===== src/rtl/bus_map_pkg.sv =====
// bus_map_pkg: memory map and STATUS layout shared by data_bus_responder and
// its FIFO.
//   Address constants : MMIO_BASE, CYCLE_ADDR, TX_DATA_ADDR, STATUS_ADDR
//   STATUS bit fields : ST_EMPTY, ST_FULL, ST_COUNT_LSB (ST_COUNT_W wide), ST_OVF
//   sel_e             : which target an address decodes to
//   status_word()     : packs the FIFO flags into a STATUS read value
package bus_map_pkg;

  localparam logic [31:0] MMIO_BASE    = 32'h8000_0000;
  localparam logic [31:0] CYCLE_ADDR   = MMIO_BASE + 32'h0;
  localparam logic [31:0] TX_DATA_ADDR = MMIO_BASE + 32'h4;
  localparam logic [31:0] STATUS_ADDR  = MMIO_BASE + 32'h8;

  localparam int ST_EMPTY     = 0;
  localparam int ST_FULL      = 1;
  localparam int ST_COUNT_LSB = 2;
  localparam int ST_COUNT_W   = 3;
  localparam int ST_OVF       = 8;

  typedef enum logic [2:0] {
    SEL_NONE,
    SEL_RAM,
    SEL_CYCLE,
    SEL_TX,
    SEL_STATUS
  } sel_e;

  function automatic logic [31:0] status_word(
    input logic                  empty,
    input logic                  full,
    input logic [ST_COUNT_W-1:0] count,
    input logic                  ovf
  );
    logic [31:0] w;
    w = '0;
    w[ST_EMPTY]                   = empty;
    w[ST_FULL]                    = full;
    w[ST_COUNT_LSB +: ST_COUNT_W] = count;
    w[ST_OVF]                     = ovf;
    return w;
  endfunction

endpackage


===== src/rtl/byte_fifo.sv =====
// byte_fifo: small circular byte FIFO feeding the transmit stream.
//   clk, reset : clock, synchronous active-high reset (pointers/count only)
//   push       : enqueue push_data (accepted when not full, or when a pop
//                happens on the same edge)
//   push_data  : byte to enqueue
//   pop        : dequeue request; ignored while empty
//   head       : oldest entry, forced to 0 while empty
//   count      : number of stored entries
//   empty/full : count == 0 / count == DEPTH
module byte_fifo
  import bus_map_pkg::*;
#(
  parameter int DEPTH = 4
) (
  input  logic                  clk,
  input  logic                  reset,
  input  logic                  push,
  input  logic [7:0]            push_data,
  input  logic                  pop,
  output logic [7:0]            head,
  output logic [ST_COUNT_W-1:0] count,
  output logic                  empty,
  output logic                  full
);

  localparam int PTR_W = (DEPTH > 1) ? $clog2(DEPTH) : 1;

  logic [7:0]            r_mem [DEPTH];
  logic [PTR_W-1:0]      r_wr_ptr;
  logic [PTR_W-1:0]      r_rd_ptr;
  logic [ST_COUNT_W-1:0] r_count;
  logic                  w_do_push;
  logic                  w_do_pop;

  // Pointers wrap at DEPTH, which need not be a power of two.
  function automatic logic [PTR_W-1:0] ptr_inc(input logic [PTR_W-1:0] p);
    return (p == PTR_W'(DEPTH - 1)) ? '0 : p + PTR_W'(1);
  endfunction

  assign empty = (r_count == '0);
  assign full  = (r_count == ST_COUNT_W'(DEPTH));
  assign count = r_count;

  // A pop on the same edge frees a slot, so a push into a full FIFO still lands.
  assign w_do_pop  = pop && !empty;
  assign w_do_push = push && (!full || w_do_pop);

  // Storage is never read while empty, so head is masked instead of clearing r_mem.
  assign head = empty ? 8'h00 : r_mem[r_rd_ptr];

  always_ff @(posedge clk) begin
    if (w_do_push) begin
      r_mem[r_wr_ptr] <= push_data;
    end
  end

  always_ff @(posedge clk) begin
    if (reset) begin
      r_wr_ptr <= '0;
      r_rd_ptr <= '0;
      r_count  <= '0;
    end else begin
      if (w_do_push) r_wr_ptr <= ptr_inc(r_wr_ptr);
      if (w_do_pop)  r_rd_ptr <= ptr_inc(r_rd_ptr);
      case ({w_do_push, w_do_pop})
        2'b10:   r_count <= r_count + ST_COUNT_W'(1);
        2'b01:   r_count <= r_count - ST_COUNT_W'(1);
        default: r_count <= r_count;
      endcase
    end
  end

endmodule


===== src/rtl/data_bus_responder.sv =====
// data_bus_responder: data-port responder for the single-cycle core.
// Loads are combinational; stores commit on the rising edge.
//   clk, reset : clock, synchronous active-high reset
//   MemWrite   : store strobe
//   Addr       : byte address (core ALUResult)
//   WriteData  : store data
//   ReadData   : load data, combinational from Addr and current state
//   out_valid  : transmit FIFO head valid
//   out_data   : transmit FIFO head byte
//   out_ready  : sink accepts the head byte (pop on valid && ready)
// Map: RAM at 0x0000_0000 (RAM_WORDS words), CYCLE 0x8000_0000,
// TX_DATA 0x8000_0004 (write-only), STATUS 0x8000_0008. Other addresses read 0.
module data_bus_responder
  import bus_map_pkg::*;
#(
  parameter int RAM_WORDS  = 64,
  parameter int FIFO_DEPTH = 4
) (
  input  logic        clk,
  input  logic        reset,
  input  logic        MemWrite,
  input  logic [31:0] Addr,
  input  logic [31:0] WriteData,
  output logic [31:0] ReadData,
  output logic        out_valid,
  output logic [7:0]  out_data,
  input  logic        out_ready
);

  localparam int RAM_AW = $clog2(RAM_WORDS);

  logic [31:0]           r_mem [RAM_WORDS];
  logic [31:0]           r_cycle;
  logic                  r_ovf;

  sel_e                  w_sel;
  logic [RAM_AW-1:0]     w_ram_idx;
  logic                  w_wr_ram;
  logic                  w_wr_cycle;
  logic                  w_tx_push;
  logic                  w_wr_status;
  logic [7:0]            w_head;
  logic [ST_COUNT_W-1:0] w_count;
  logic                  w_empty;
  logic                  w_full;

  // Address decode: RAM occupies the low half up to RAM_WORDS words; the
  // byte offset within a word is ignored there but MMIO needs exact addresses.
  always_comb begin
    w_sel = SEL_NONE;
    if (!Addr[31]) begin
      if (Addr[30:2] < 29'(RAM_WORDS)) w_sel = SEL_RAM;
    end else if (Addr == CYCLE_ADDR) begin
      w_sel = SEL_CYCLE;
    end else if (Addr == TX_DATA_ADDR) begin
      w_sel = SEL_TX;
    end else if (Addr == STATUS_ADDR) begin
      w_sel = SEL_STATUS;
    end
  end

  assign w_ram_idx   = Addr[RAM_AW+1:2];
  assign w_wr_ram    = MemWrite && (w_sel == SEL_RAM);
  assign w_wr_cycle  = MemWrite && (w_sel == SEL_CYCLE);
  assign w_tx_push   = MemWrite && (w_sel == SEL_TX);
  assign w_wr_status = MemWrite && (w_sel == SEL_STATUS);

  // RAM contents survive reset.
  always_ff @(posedge clk) begin
    if (w_wr_ram) begin
      r_mem[w_ram_idx] <= WriteData;
    end
  end

  // A store to CYCLE replaces that cycle's increment.
  always_ff @(posedge clk) begin
    if (reset) begin
      r_cycle <= '0;
    end else if (w_wr_cycle) begin
      r_cycle <= WriteData;
    end else begin
      r_cycle <= r_cycle + 32'd1;
    end
  end

  // A full FIFO pops whenever out_ready is high, so out_ready alone tells us
  // whether the incoming byte finds room.
  always_ff @(posedge clk) begin
    if (reset) begin
      r_ovf <= 1'b0;
    end else if (w_wr_status && WriteData[ST_OVF]) begin
      r_ovf <= 1'b0;
    end else if (w_tx_push && w_full && !out_ready) begin
      r_ovf <= 1'b1;
    end
  end

  byte_fifo #(
    .DEPTH(FIFO_DEPTH)
  ) u_tx_fifo (
    .clk      (clk),
    .reset    (reset),
    .push     (w_tx_push),
    .push_data(WriteData[7:0]),
    .pop      (out_ready),
    .head     (w_head),
    .count    (w_count),
    .empty    (w_empty),
    .full     (w_full)
  );

  assign out_valid = !w_empty;
  assign out_data  = w_head;

  always_comb begin
    ReadData = '0;
    case (w_sel)
      SEL_RAM:    ReadData = r_mem[w_ram_idx];
      SEL_CYCLE:  ReadData = r_cycle;
      SEL_STATUS: ReadData = status_word(w_empty, w_full, w_count, r_ovf);
      default:    ReadData = '0;
    endcase
  end

endmodule

===== config.mk =====
export PLATFORM = sky130hd
export DESIGN_NAME = data_bus_responder
export DESIGN_NICKNAME = d
export VERILOG_FILES = /design/src/rtl/bus_map_pkg.sv /design/src/rtl/byte_fifo.sv /design/src/rtl/data_bus_responder.sv
export SDC_FILE = /design/constraint.sdc
export NUM_CORES = 2
export LEC_CHECK = 0
export CAP_MARGIN = 15
export CORE_AREA = 2 2 457 459
export CTS_BUF_LIST = sky130_fd_sc_hd__clkbuf_16
export CTS_CLUSTER_DIAMETER = 100
export DETAILED_ROUTE_END_ITERATION = 6
export DIE_AREA = 0 0 459 461
export SLEW_MARGIN = 40
export SYNTH_ARGS = -nofsm -noshare
export SYNTH_HDL_FRONTEND = slang
export SYNTH_SLANG_ARGS = --single-unit

===== constraint.sdc =====
create_clock -name clk -period 4.8 [get_ports clk]
set_input_delay 0.96 -clock clk [delete_from_list [all_inputs] [get_ports clk]]
set_output_delay 0.96 -clock clk [all_outputs]
set_load 0.05 [all_outputs]

==> results.cfg <==
[worst_setup_path]
cp.required_ps = 3840
start_kind = primary input
crit_slowest_cell = nand2b_1
cp_cell_sequence = buf_8 > buf_4 > nand2b_1 > buf_4 > o221ai_1 > o22a_1 > a31oi_1 > o32ai_4 > buf_4 > buf_12
cp.arrival_ps = 3770
worstSetupPathType = primary input to output pin
path_max_fanout = 24
cp-end-kind = output pin
cpMostUsedCell = buf_4
cpPeakStageDelay_ps = 550

[die]
die_height_um = 461
die-area_mm2 = 0.2116
rows = 167
die_x_um = 459
num_io_pins = 109
start_util = 0.3992
core_mm2 = 0.2064

[power]
p_leak_uw = 0.03104
max-vdd-ir-drop_uv = 385.4
totalPowerFinal_uw = 38510
p_per_area_mw_per_mm2 = 396.2

[grt]
grt_pass1_vias = 42640
grt_pass1_wl_um = 345800
grt_usage = 0.2353
grt.overflow.total = 0
antenna_found_initial = 6
grt_start_max_net_pins = 70

[timing]
setup_slack_ps = 70.84
rsz0062_at_grt = false
fin_crit_ps = 4729
hold_violations = 0
skew_ps = 22.87
clock.fmax_mhz = 211.5
finalSetupViolCount = 0
slew_headroom = 0.4306
fin_crit_sh = 0.9852
worst_pin_slew_ps = 832.5
drv_slew = 0

[synth]
synthAdderAreaFrac = 0.001306
ys_seq_area_frac = 0.7680
async_reset_ff_frac = 0
synth_top_family_by_area = multiplexers
synth-compound-area-share = 0.03458
synth.cell_area_mm2 = 0.08242
syn_inst = 3852
yosys-mux-area-fraction = 0.1542
synthSimpleGateAreaFrac = 0.02339
ys.flop_type = edfxtp_1
yosys.area.top_type = edfxtp_1
ys_warn_count = 0
synthDominantCellAreaShare = 0.7578
synth_seq_cells = 2122
avgSynthCellArea_um2 = 21.40
synthTopCellsByArea = edfxtp_1 (76%), mux4_2 (13%), mux2i_1 (2.5%)
synthXorXnorAreaFrac = 0.003400
synth_edf_count = 2080
synth.distinct_cells = 68
synth_nets = 3928

[place]
port_buffers = 108
post-dp-hpwl_um = 156900
pre_cts_ws_ps = -121.7
place.gp.congestion = 0.8811

[cts]
insertion_delay_ps = 850
clk_pin_slew_worst_paths_ps = 60
post_cts_buffers = 0
cts_tree = yes
clockBufferDepth = 3
postCtsHoldBufs = 0
cts.root.buffer_cell = clkbuf_16
h-tree-depth = 4
cts-buffers-inserted = 207
clock-sinks = 2122

[run_status]
run_status = completed

[worst_hold_path]
hold_class = flip-flop to flip-flop

[job]
drv_cap = 0

[routing]
drc = 0
antenna_left = 0
via_count = 43949
drt_iter0_markers = 6629
via_per_inst = 6.071
first_pass_iters = 6
drt-wirelength-per-cell_um = 34.66
routed_wl_um = 250900

[finish]
syn2layout_area_growth_pct = 17.92
finalNetCount = 4431
drive_above_1_share = 0.3057
fillers = 16933
utilization = 0.4708
[through the flow]
| stage | instances | cell area (µm²) | TNS [ps] | hold slack, ps |
|---|---|---|---|---|
| finish | 7239 | 97190 | 0 | 495.1 |
| global route | 7238 | 97180 | 0 | 489.1 |
| CTS | 7236 | 97130 | -37.02 | 480.1 |
| detailed placement | 6848 | 90260 | -370.2 | 479.6 |
| global placement | 6847 | 90230 | -564.1 | 472.5 |
| floorplan | 3852 | 82430 | 0 | 454.1 |
[layout make-up]
class	instances	area, µm²	share of cell area
clock buffer	210	5255	0.05407
clock inverter	178	1594	0.01640
tap	2704	3383	0.03481
timing repair buffer	518	5142	0.05291
sequential	2122	63300	0.6513
inverter	16	62.56	0.0006437
multi-input combinational	1490	18450	0.1898
antenna	1	2.502	0.00002575
[synth_stat cells, drive strengths merged, types with 6 or more instances]
library cell and number:
o221ai 15, o22ai 42, clkbuf 92, a221o 10, a2111oi 9, xor2 8, a221oi 25, and4 7
buf 132, inv 14, and2 14, nand2 57, o32ai 6, nor2 138, a22oi 80, nand3b 9
a211oi 43, nand2b 10, xnor2 24, ha 7, nor3 32, mux4 458, mux2i 203, dfxtp 42
and3 13, nor2b 16, nor4 23, mux2 32, o21ai 31, a32o 22, or3 7, a21oi 48
nand4 14, nand3 29, edfxtp 2080
[per-layer routing]
metal	global-route usage	vias up	wire [µm]
met3	0.04244	422	23330
met5	0	-	13
met1	0.3291	23679	99790
li1	-	17335	-
met4	0.09119	2	10620
met2	0.3680	2511	117100
[power breakdown]
part | total [µW] | internal [µW] | switching [µW]
registers | 20300 | 20300 | 2.87
logic | 1870 | 701 | 1170
clock network | 16300 | 9260 | 7050
[cell families (layout without fill, tap and decap cells)]
group           Yosys count  after routing
flops                  2122           2122
mux                     693            693
simple gates            388            388
compound gates          369            369
buf+inv                 240            922
xor+xnor                 32             32
fa+ha+maj                 8              8
other cells               0              1
[layout by cell type, fill, tap and decap left out, types with 9 or more instances in the layout]
cell type        count
a221o_1             10
o22ai_1             42
and3_1              13
bufinv_16           24
o21ai_0             31
nand3_1             27
dfxtp_1             42
and2_1              13
nor2_4              65
a22oi_1             80
a221oi_1            25
nor2b_1             12
nor2_1              72
mux4_2             458
clkdlybuf4s50_1     37
a211oi_2            30
mux2_2              32
nor4_1              23
a21oi_1             48
nand3b_1             9
nand2_1             57
buf_2               31
nor3_1              31
buf_4              350
mux2i_1            203
buf_12              94
nand4_1             14
clkinv_1            61
o221ai_1            15
clkinv_2            38
a32o_1              22
xnor2_1             24
clkbuf_16          210
nand2b_1            10
a211oi_1            13
edfxtp_1          2080
inv_1               49
[worst max-delay path: cells and delay by family]
kind | cells | cell delay (ps)
buffers and inverters | 5 | 1290
AOI/OAI and AO/OA | 4 | 890
and+or+nand+nor | 1 | 550
[sequential cells by signal, summed over array words and instances, names as in the netlist, named ones only]
signal / cells
r_cycle: 32
r_mem: 2048
r_ovf: 1
u_tx_fifo.count: 3
u_tx_fifo.r_mem: 32
u_tx_fifo.r_rd_ptr: 2
u_tx_fifo.r_wr_ptr: 2
[worst paths after layout]
check / from / end / slack (ps) / cells after the start
worst max register to register: r_cycle[0] / r_cycle[26] / 2320 / 6
worst min register to register: u_tx_fifo.r_rd_ptr[1] / u_tx_fifo.r_rd_ptr[1] / 500 / 2
worst min-delay path: u_tx_fifo.r_rd_ptr[1] / u_tx_fifo.r_rd_ptr[1] / 500 / 2
worst max-delay path: Addr[3] / ReadData[0] / 70 / 10
[timing repair]
action                     in CTS  in global routing
gates cloned                    0                  0
gates resized for setup         3                  3
pin swaps                       1                  0
setup endpoints to repair       6                  2
Power figures use the tool's default switching activity.
